## src/rtl/btn_evt_pkg.sv

```systemverilog
// Shared types for the front-panel button event controller:
// event codes, per-button FSM states and a counter-width helper.
package btn_evt_pkg;

  localparam int CODE_W = 2;

  typedef enum logic [CODE_W-1:0] {
    EVT_PRESS   = 2'd0,
    EVT_RELEASE = 2'd1,
    EVT_LONG    = 2'd2,
    EVT_REPEAT  = 2'd3
  } evt_code_t;

  typedef enum logic [1:0] {
    ST_IDLE = 2'd0,
    ST_HELD = 2'd1,
    ST_RPT  = 2'd2
  } btn_state_t;

  // Hold counter must reach the larger of the two tick limits.
  function automatic int cnt_width(input int long_ticks, input int repeat_ticks);
    int m;
    m = (long_ticks > repeat_ticks) ? long_ticks : repeat_ticks;
    return $clog2(m) + 1;
  endfunction

endpackage

```

## src/rtl/button_event_ctrl_if.sv

```systemverilog
// Event output channel of the button controller.
// Handshake: the event {evt_btn, evt_code} transfers on a rising edge where
// evt_valid && evt_ready; while evt_valid is high and evt_ready low the
// producer holds evt_btn/evt_code stable, and evt_valid never drops without a transfer.
interface button_event_ctrl_if #(
  parameter int N_BTN = 4
);
  import btn_evt_pkg::*;

  localparam int IDX_W = (N_BTN > 1) ? $clog2(N_BTN) : 1;

  logic              evt_valid;
  logic              evt_ready;
  logic [IDX_W-1:0]  evt_btn;
  logic [CODE_W-1:0] evt_code;

  modport master (output evt_valid, output evt_btn, output evt_code, input evt_ready);
  modport slave  (input evt_valid, input evt_btn, input evt_code, output evt_ready);

endinterface

```

## src/rtl/btn_evt_fifo.sv

```systemverilog
// Show-ahead synchronous FIFO; a push into a full FIFO is accepted only
// when a pop happens in the same cycle.
module btn_evt_fifo #(
  parameter int WIDTH = 4,
  parameter int DEPTH = 4
) (
  input  logic                   clk,
  input  logic                   rst_n,
  input  logic                   push,
  input  logic [WIDTH-1:0]       push_data,
  input  logic                   pop,
  output logic [WIDTH-1:0]       pop_data,
  output logic                   full,
  output logic                   empty,
  output logic [$clog2(DEPTH):0] count
);

  localparam int PW = $clog2(DEPTH);
  localparam logic [PW:0] FULL_CNT = (PW+1)'(DEPTH);

  logic [WIDTH-1:0] mem [DEPTH];
  logic [PW-1:0]    wr_ptr;
  logic [PW-1:0]    rd_ptr;
  logic             do_push;
  logic             do_pop;

  assign empty    = (count == '0);
  assign full     = (count == FULL_CNT);
  assign do_pop   = pop && !empty;
  assign do_push  = push && (!full || do_pop);
  assign pop_data = mem[rd_ptr];

  always_ff @(posedge clk) begin
    if (do_push) mem[wr_ptr] <= push_data;
  end

  always_ff @(posedge clk) begin
    if (!rst_n) begin
      wr_ptr <= '0;
      rd_ptr <= '0;
      count  <= '0;
    end else begin
      if (do_push) wr_ptr <= wr_ptr + 1'b1;
      if (do_pop)  rd_ptr <= rd_ptr + 1'b1;
      case ({do_push, do_pop})
        2'b10:   count <= count + 1'b1;
        2'b01:   count <= count - 1'b1;
        default: count <= count;
      endcase
    end
  end

endmodule

```

## src/rtl/button_event_ctrl.sv

```systemverilog
// Turns debounced press/release pulses into PRESS/RELEASE/LONG/REPEAT events,
// arbitrates them round-robin into one event FIFO drained over a valid/ready channel.
module button_event_ctrl
  import btn_evt_pkg::*;
#(
  parameter int N_BTN        = 4,
  parameter int TICK_DIV     = 50000,
  parameter int LONG_TICKS   = 500,
  parameter int REPEAT_TICKS = 100,
  parameter int FIFO_DEPTH   = 4
) (
  input  logic                  CLK,
  input  logic                  RESET_N,
  input  logic [N_BTN-1:0]      btn_press,
  input  logic [N_BTN-1:0]      btn_release,
  button_event_ctrl_if.master   evt,
  output logic                  overflow,
  input  logic                  clear_ovf,
  output logic [N_BTN-1:0][1:0] dbg_state
);

  localparam int IDX_W = (N_BTN > 1) ? $clog2(N_BTN) : 1;
  localparam int TW    = (TICK_DIV > 1) ? $clog2(TICK_DIV) : 1;
  localparam int CNT_W = cnt_width(LONG_TICKS, REPEAT_TICKS);
  localparam int FW    = IDX_W + CODE_W;
  localparam logic [TW-1:0]    TICK_LAST = TW'(TICK_DIV - 1);
  localparam logic [CNT_W-1:0] LONG_CNT  = CNT_W'(LONG_TICKS);
  localparam logic [CNT_W-1:0] RPT_CNT   = CNT_W'(REPEAT_TICKS);
  localparam logic [IDX_W-1:0] LAST_IDX  = IDX_W'(N_BTN - 1);

  // Free-running prescaler shared by all buttons.
  logic [TW-1:0] tick_cnt_q;
  logic          tick;

  assign tick = (tick_cnt_q == TICK_LAST);

  always_ff @(posedge CLK) begin
    if (!RESET_N)  tick_cnt_q <= '0;
    else if (tick) tick_cnt_q <= '0;
    else           tick_cnt_q <= tick_cnt_q + 1'b1;
  end

  logic [N_BTN-1:0] emit;
  evt_code_t        emit_code [N_BTN];

  for (genvar g = 0; g < N_BTN; g++) begin : g_btn
    btn_state_t       state_q, state_d;
    logic [CNT_W-1:0] cnt_q, cnt_d, cnt_inc;
    logic             emit_l;
    evt_code_t        code_l;

    assign cnt_inc = cnt_q + 1'b1;

    always_ff @(posedge CLK) begin
      if (!RESET_N) begin
        state_q <= ST_IDLE;
        cnt_q   <= '0;
      end else begin
        state_q <= state_d;
        cnt_q   <= cnt_d;
      end
    end

    // Release outranks a tick that would complete LONG/REPEAT in the same cycle.
    always_comb begin
      state_d = state_q;
      cnt_d   = cnt_q;
      emit_l  = 1'b0;
      code_l  = EVT_PRESS;
      case (state_q)
        ST_IDLE: begin
          if (btn_press[g] && !btn_release[g]) begin
            state_d = ST_HELD;
            cnt_d   = '0;
            emit_l  = 1'b1;
            code_l  = EVT_PRESS;
          end
        end
        ST_HELD, ST_RPT: begin
          if (btn_release[g]) begin
            state_d = ST_IDLE;
            cnt_d   = '0;
            emit_l  = 1'b1;
            code_l  = EVT_RELEASE;
          end else if (tick) begin
            cnt_d = cnt_inc;
            if (state_q == ST_HELD && cnt_inc == LONG_CNT) begin
              state_d = ST_RPT;
              cnt_d   = '0;
              emit_l  = 1'b1;
              code_l  = EVT_LONG;
            end else if (state_q == ST_RPT && cnt_inc == RPT_CNT) begin
              cnt_d  = '0;
              emit_l = 1'b1;
              code_l = EVT_REPEAT;
            end
          end
        end
        default: state_d = ST_IDLE;
      endcase
    end

    assign emit[g]      = emit_l;
    assign emit_code[g] = code_l;
    assign dbg_state[g] = state_q;
  end

  // Pending slots and round-robin arbiter.
  logic [N_BTN-1:0] slot_vld_q, slot_vld_d;
  evt_code_t        slot_code_q [N_BTN];
  evt_code_t        slot_code_d [N_BTN];
  logic [IDX_W-1:0] rr_q;
  logic             grant_vld;
  logic [IDX_W-1:0] grant_idx;
  logic [N_BTN-1:0] grant_oh;
  logic             ovf_set;

  logic                       fifo_full, fifo_empty, fifo_pop, push_ok;
  logic [FW-1:0]              fifo_head;
  logic [$clog2(FIFO_DEPTH):0] fifo_count;

  assign fifo_pop = !fifo_empty && evt.evt_ready;
  assign push_ok  = !fifo_full || fifo_pop;

  always_comb begin
    int j;
    j         = 0;
    grant_vld = 1'b0;
    grant_idx = '0;
    grant_oh  = '0;
    for (int k = 0; k < N_BTN; k++) begin
      j = int'(rr_q) + k;
      if (j >= N_BTN) j = j - N_BTN;
      if (!grant_vld && push_ok && slot_vld_q[j]) begin
        grant_vld   = 1'b1;
        grant_idx   = IDX_W'(j);
        grant_oh[j] = 1'b1;
      end
    end
  end

  // A granted slot can take a new event in the same cycle; otherwise a busy slot drops it,
  // except that RELEASE replaces a waiting REPEAT.
  always_comb begin
    slot_vld_d  = slot_vld_q;
    slot_code_d = slot_code_q;
    ovf_set     = 1'b0;
    for (int i = 0; i < N_BTN; i++) begin
      if (grant_oh[i]) slot_vld_d[i] = 1'b0;
      if (emit[i]) begin
        if (!slot_vld_q[i] || grant_oh[i]) begin
          slot_vld_d[i]  = 1'b1;
          slot_code_d[i] = emit_code[i];
        end else begin
          ovf_set = 1'b1;
          if (emit_code[i] == EVT_RELEASE && slot_code_q[i] == EVT_REPEAT)
            slot_code_d[i] = EVT_RELEASE;
        end
      end
    end
  end

  always_ff @(posedge CLK) begin
    if (!RESET_N) begin
      slot_vld_q <= '0;
      for (int i = 0; i < N_BTN; i++) slot_code_q[i] <= EVT_PRESS;
      rr_q     <= '0;
      overflow <= 1'b0;
    end else begin
      slot_vld_q  <= slot_vld_d;
      slot_code_q <= slot_code_d;
      if (grant_vld) rr_q <= (grant_idx == LAST_IDX) ? '0 : grant_idx + 1'b1;
      if (ovf_set)        overflow <= 1'b1;
      else if (clear_ovf) overflow <= 1'b0;
    end
  end

  btn_evt_fifo #(
    .WIDTH (FW),
    .DEPTH (FIFO_DEPTH)
  ) u_fifo (
    .clk       (CLK),
    .rst_n     (RESET_N),
    .push      (grant_vld),
    .push_data ({grant_idx, slot_code_q[grant_idx]}),
    .pop       (fifo_pop),
    .pop_data  (fifo_head),
    .full      (fifo_full),
    .empty     (fifo_empty),
    .count     (fifo_count)
  );

  assign evt.evt_valid = (fifo_count != '0);
  assign evt.evt_btn   = fifo_empty ? '0 : fifo_head[FW-1:CODE_W];
  assign evt.evt_code  = fifo_empty ? '0 : fifo_head[CODE_W-1:0];

endmodule

```

## src/flat_wrapper.sv

```systemverilog
// flat-port wrapper written by rule: the top's interface ports become plain ports
module button_event_ctrl_flat import btn_evt_pkg::*;
#(
  parameter int N_BTN        = 4,
  parameter int TICK_DIV     = 50000,
  parameter int LONG_TICKS   = 500,
  parameter int REPEAT_TICKS = 100,
  parameter int FIFO_DEPTH   = 4
)
  (CLK, RESET_N, btn_press, btn_release, overflow, clear_ovf, dbg_state, evt_evt_valid, evt_evt_btn, evt_evt_code, evt_evt_ready);
  button_event_ctrl_if #(.N_BTN(N_BTN)) evt_i ();
  input  logic CLK;
  input  logic RESET_N;
  input  logic [N_BTN-1:0] btn_press;
  input  logic [N_BTN-1:0] btn_release;
  output logic overflow;
  input  logic clear_ovf;
  output logic [N_BTN-1:0][1:0] dbg_state;
  output wire logic [$bits(evt_i.evt_valid)-1:0] evt_evt_valid;
  output wire logic [$bits(evt_i.evt_btn)-1:0] evt_evt_btn;
  output wire logic [$bits(evt_i.evt_code)-1:0] evt_evt_code;
  input wire logic [$bits(evt_i.evt_ready)-1:0] evt_evt_ready;
  assign evt_evt_valid = evt_i.evt_valid;
  assign evt_evt_btn = evt_i.evt_btn;
  assign evt_evt_code = evt_i.evt_code;
  assign evt_i.evt_ready = evt_evt_ready;
  button_event_ctrl #(.N_BTN(N_BTN), .TICK_DIV(TICK_DIV), .LONG_TICKS(LONG_TICKS), .REPEAT_TICKS(REPEAT_TICKS), .FIFO_DEPTH(FIFO_DEPTH)) u_core (.CLK(CLK), .RESET_N(RESET_N), .btn_press(btn_press), .btn_release(btn_release), .evt(evt_i), .overflow(overflow), .clear_ovf(clear_ovf), .dbg_state(dbg_state));
endmodule
```

## config.mk

```make
export PLATFORM = sky130hd
export DESIGN_NAME = button_event_ctrl_flat
export DESIGN_NICKNAME = d
export VERILOG_FILES = /design/src/rtl/btn_evt_pkg.sv /design/src/rtl/button_event_ctrl_if.sv /design/src/rtl/btn_evt_fifo.sv /design/src/rtl/button_event_ctrl.sv /design/src/flat_wrapper.sv
export SDC_FILE = /design/constraint.sdc
export NUM_CORES = 1
export LEC_CHECK = 0
export ABC_AREA = 1
export BUFFER_PORTS_ARGS = -buffer_cell sky130_fd_sc_hd__buf_2
export CORE_MARGIN = 4
export CORE_UTILIZATION = 45
export DETAILED_ROUTE_END_ITERATION = 6
export GPL_ROUTABILITY_DRIVEN = 0
export GPL_TIMING_DRIVEN = 0
export SYNTH_ARGS = -nofsm -noshare
export SYNTH_HDL_FRONTEND = slang
export SYNTH_SLANG_ARGS = --single-unit
```

## constraint.sdc

```tcl
create_clock -name CLK -period 2.84 [get_ports CLK]
set_clock_uncertainty 0.05 [all_clocks]
set_input_delay 0 -clock CLK [delete_from_list [all_inputs] [get_ports CLK]]
set_output_delay 0 -clock CLK [all_outputs]
set_load 0.005 [all_outputs]
```

==> metrics.csv <==
stage,metric,value,unit
detailed_routing,num_vias,6051,
critical_path,cpPeakStageDelay,0.37,ns
placement,dp_hpwl,11300,um
detailed_routing,first_pass_iters,5,
detailed_routing,wl_per_cell,12.2,um
power_and_ir_drop,ir_drop,0.360,mV
synth,yosysWarningCount,0,
die,start_util,0.459,
power_and_ir_drop,p_clk_frac,0.198,
timing,fin_setup_tns,0,ns
clock_tree,ctsLongestPathBuffers,2,
clock_tree,cts_sinks,104,
critical_path,worstPathArrival,2.84,ns
final_layout,final_nets,1086,
synth,seq_area_frac_synth,0.337,
detailed_routing,drc,0,
synth,avgSynthCellArea,6.69,um^2
synth,synth-main-ff-cell,dfxtp_1,
synth,yosysMostFrequentCell,nand2_1,
clock_tree,cts_buffers,9,
final_layout,layout-drive-gt1-share,0.117,
detailed_routing,ant_nets,0,
critical_path,rr_worst_depth,18,
global_routing,grt_overflow_total,0,
power_and_ir_drop,leakage,3.09,nW
final_layout,antenna_cells,0,
timing,hold_viol_final,0,
clock_tree,clk_pin_slew_worst_paths,0.07,ns
run_status,status,"finished, final reports clean",
critical_path,worstSetupStartpointType,flip-flop,
clock_tree,htree_levels,3,
timing,worst_slack,0.190,ns
power_and_ir_drop,p_sw_frac,0.428,
detailed_routing,wl_met1,7310,um
synth,synth_area_leaders,"dfxtp_1 (26%), nand2_1 (15%), inv_1 (7.4%), edfxtp_1 (7.2%), ha_1 (7.0%)",
synth,synth_top_cell_by_area,dfxtp_1,
final_layout,final_util,0.510,
die,core,14500,um^2
timing,worstMarginPinSlew,0.733,ns
timing,final-setup-viol-count,0,
die,rows,44,
power_and_ir_drop,powerDensity,859,nW/um^2
clock_tree,cts-root-buf,clkbuf_16,
global_routing,grt_pass1_vias,5549,
final_layout,syn_to_final_growth,11.1,%
placement,pre_cts_ws,-0.291,ns
power_and_ir_drop,p_int,3.63,mW
detailed_routing,routed_wirelength,15000,um
timing,max_freq,377,MHz
placement,port_buffers,24,
timing,relSlewSlack,0.511,
run,drv_cap,0,
detailed_routing,viasPerCell,4.94,
timing,slew_violations,0,
synth,ys_ff_latch,104,
synth,synth_cells,994,
synth,synth_edf_count,16,
critical_path,critPathRequiredTime,3.03,ns
clock_tree,clock_latency,0.35,ns
power_and_ir_drop,power_frac_seq,0.335,
die,io-pin-count,26,
global_routing,antenna_found_initial,0,
detailed_routing,wl_met3,475,um
critical_path,path_cells,inv_6 > ha_4 > inv_2 > nand2_1 > nand2_1 > nor2_4 > nand2_4 > nand2_2 > nor2_1 > nand2_2 > inv_2 > ha_1 > inv_1 > fa_1 > a21oi_1 > o21ai_0 > o21ai_1 > a21oi_1,
detailed_routing,highest_layer,met4,
synth,async_reset_ff_frac,0,
critical_path,worst_path_max_delay_cell,fa_1,
detailed_routing,drt_iter0_markers,304,
critical_path,worstSetupPathType,reg2reg,
synth,synth_common_cells,"nand2_1 (263), inv_1 (132), nor2_1 (116)",
detailed_routing,wl_met2,7030,um
timing,period_share,0.933,
synth,ys_types,47,
timing,post-route-min-period,2.65,ns
synth,syn-num-nets,1044,
power_and_ir_drop,combPwrFrac,0.467,
die,die_area,16800,um^2
global_routing,grt_pass1_wl,25800,um
power_and_ir_drop,p_sw,2.71,mW
global_routing,grt_max_degree,18,
worst_hold_path,hp-class,in2reg,
worst_hold_path,hold_depth,5,
die,die_w,130,um
clock_tree,cts_tree,yes,
die,die_h,130,um
global_routing,grt_usage,0.189,
critical_path,end_kind,flip-flop,
critical_path,crit_path_max_fanout,10,
synth,netlist.area_leader.share,0.265,
synth,netlist_area,6650,um^2
==> final timing paths <==
kind | from | endpoint | slack, ns
worst min-delay path | btn_release[2] | u_core.slot_code_q[2]$_SDFFE_PN0P_ | 0.01
worst max-delay path | flip-flop | u_core.u_fifo.count[2]$_SDFFE_PN0P_ | 0.19
worst max register to register | flip-flop | u_core.u_fifo.count[2]$_SDFFE_PN0P_ | 0.19
worst min register to register | u_core.tick_cnt_q[0]$_SDFF_PP0_ | u_core.tick_cnt_q[0]$_SDFF_PP0_ | 0.40
==> cell usage in the layout, fill, tap and decap left out, types with 6 or more instances in the layout <==
master	netlist	final
o21ai_0	32	30
clkbuf_16	0	9
nand2_2	17	17
nor3_1	8	8
a21oi_1	78	78
nor2_2	9	9
nand3_1	81	81
o21ai_1	6	8
o211ai_1	6	6
xor2_1	8	8
clkbuf_1	11	11
dfxtp_1	88	86
nand4_1	20	20
edfxtp_1	16	16
buf_2	3	27
inv_2	11	12
nand3_2	10	10
inv_1	132	129
nand2_1	263	263
nor2_1	116	116
ha_1	37	36
==> worst max-delay path, delay by kind of cell, from the launching register on <==
family	cells	cell delay (ns)
adder cells (fa/ha/maj)	3	0.74
AND/OR/NAND/NOR	7	0.59
AO/OA/AOI/OAI	4	0.45
flip-flops	1	0.36
buffers and inverters	4	0.32
==> metal layers <==
metal  up-vias  track usage
li1       3270            -
met1      2680        0.250
met2        90        0.320
met3        11       0.0350
met4         0       0.0477
met5         -            0
==> layout make-up <==
class | instances | area [um^2]
Buffer | 16 | 75.1
Inverter | 144 | 548
Clock buffer | 9 | 225
Sequential cell | 104 | 2250
Clock inverter | 7 | 72.6
Tap cell | 184 | 230
Timing Repair Buffer | 31 | 180
Multi-Input combinational cell | 730 | 3810
Fill cell | 1520 | 7090
==> state kept, by name, summed over array words and instances (netlist names), 2 cells and up, named ones only <==
signal,count
u_core.u_fifo.wr_ptr,2
u_core.u_fifo.count,3
u_core.g_btn.state_q,8
u_core.tick_cnt_q,16
u_core.slot_vld_q,4
u_core.slot_code_q,8
u_core.u_fifo.rd_ptr,2
u_core.g_btn.cnt_q,40
u_core.u_fifo.mem,16
==> per-stage QoR <==
step / total power [mW] / hold WS (ns) / std cells / cell area, um^2
final: 6.35 / 0.0148 / 1225 / 7390
after global routing: 6.94 / 0.0246 / 1225 / 7390
after CTS: 6.33 / 0.000226 / 1223 / 7370
after detailed placement: 5.01 / 0.328 / 1202 / 7000
after global placement: 5.00 / 0.323 / 1202 / 7000
after floorplan: 4.29 / 0.147 / 994 / 6650
==> power by group through the flow <==
stage	logic [mW]	registers (mW)	clock network, mW
2_1_floorplan	2.17	2.12	0
3_3_place_gp	2.83	2.17	0
3_5_place_dp	2.83	2.17	0
4_1_cts	2.91	2.13	1.30
5_1_grt	3.41	2.16	1.36
6_report	2.97	2.13	1.25
==> cells by family (layout without fill, tap and decap cells) <==
kind of cell	count (synthesis)	after routing	synth area share
buffers and inverters	160	207	0.0926
xor gates and xnor gates	12	12	0.0169
adders and majority gates	38	38	0.0726
DFF	104	104	0.337
and+or+nand+nor	546	546	0.371
AOI/OAI and AO/OA	134	134	0.110
==> repair_timing <==
item | in CTS | in global routing
pin swaps | 0 | 1
buffers inserted | 2 | 2
gates resized for setup | 6 | 4
hold buffers | 3 | 0
hold endpoints to repair | 6 | 0
endpoints found under the setup margin | 2 | 2
No activity file was read; power rests on OpenSTA's default activity.
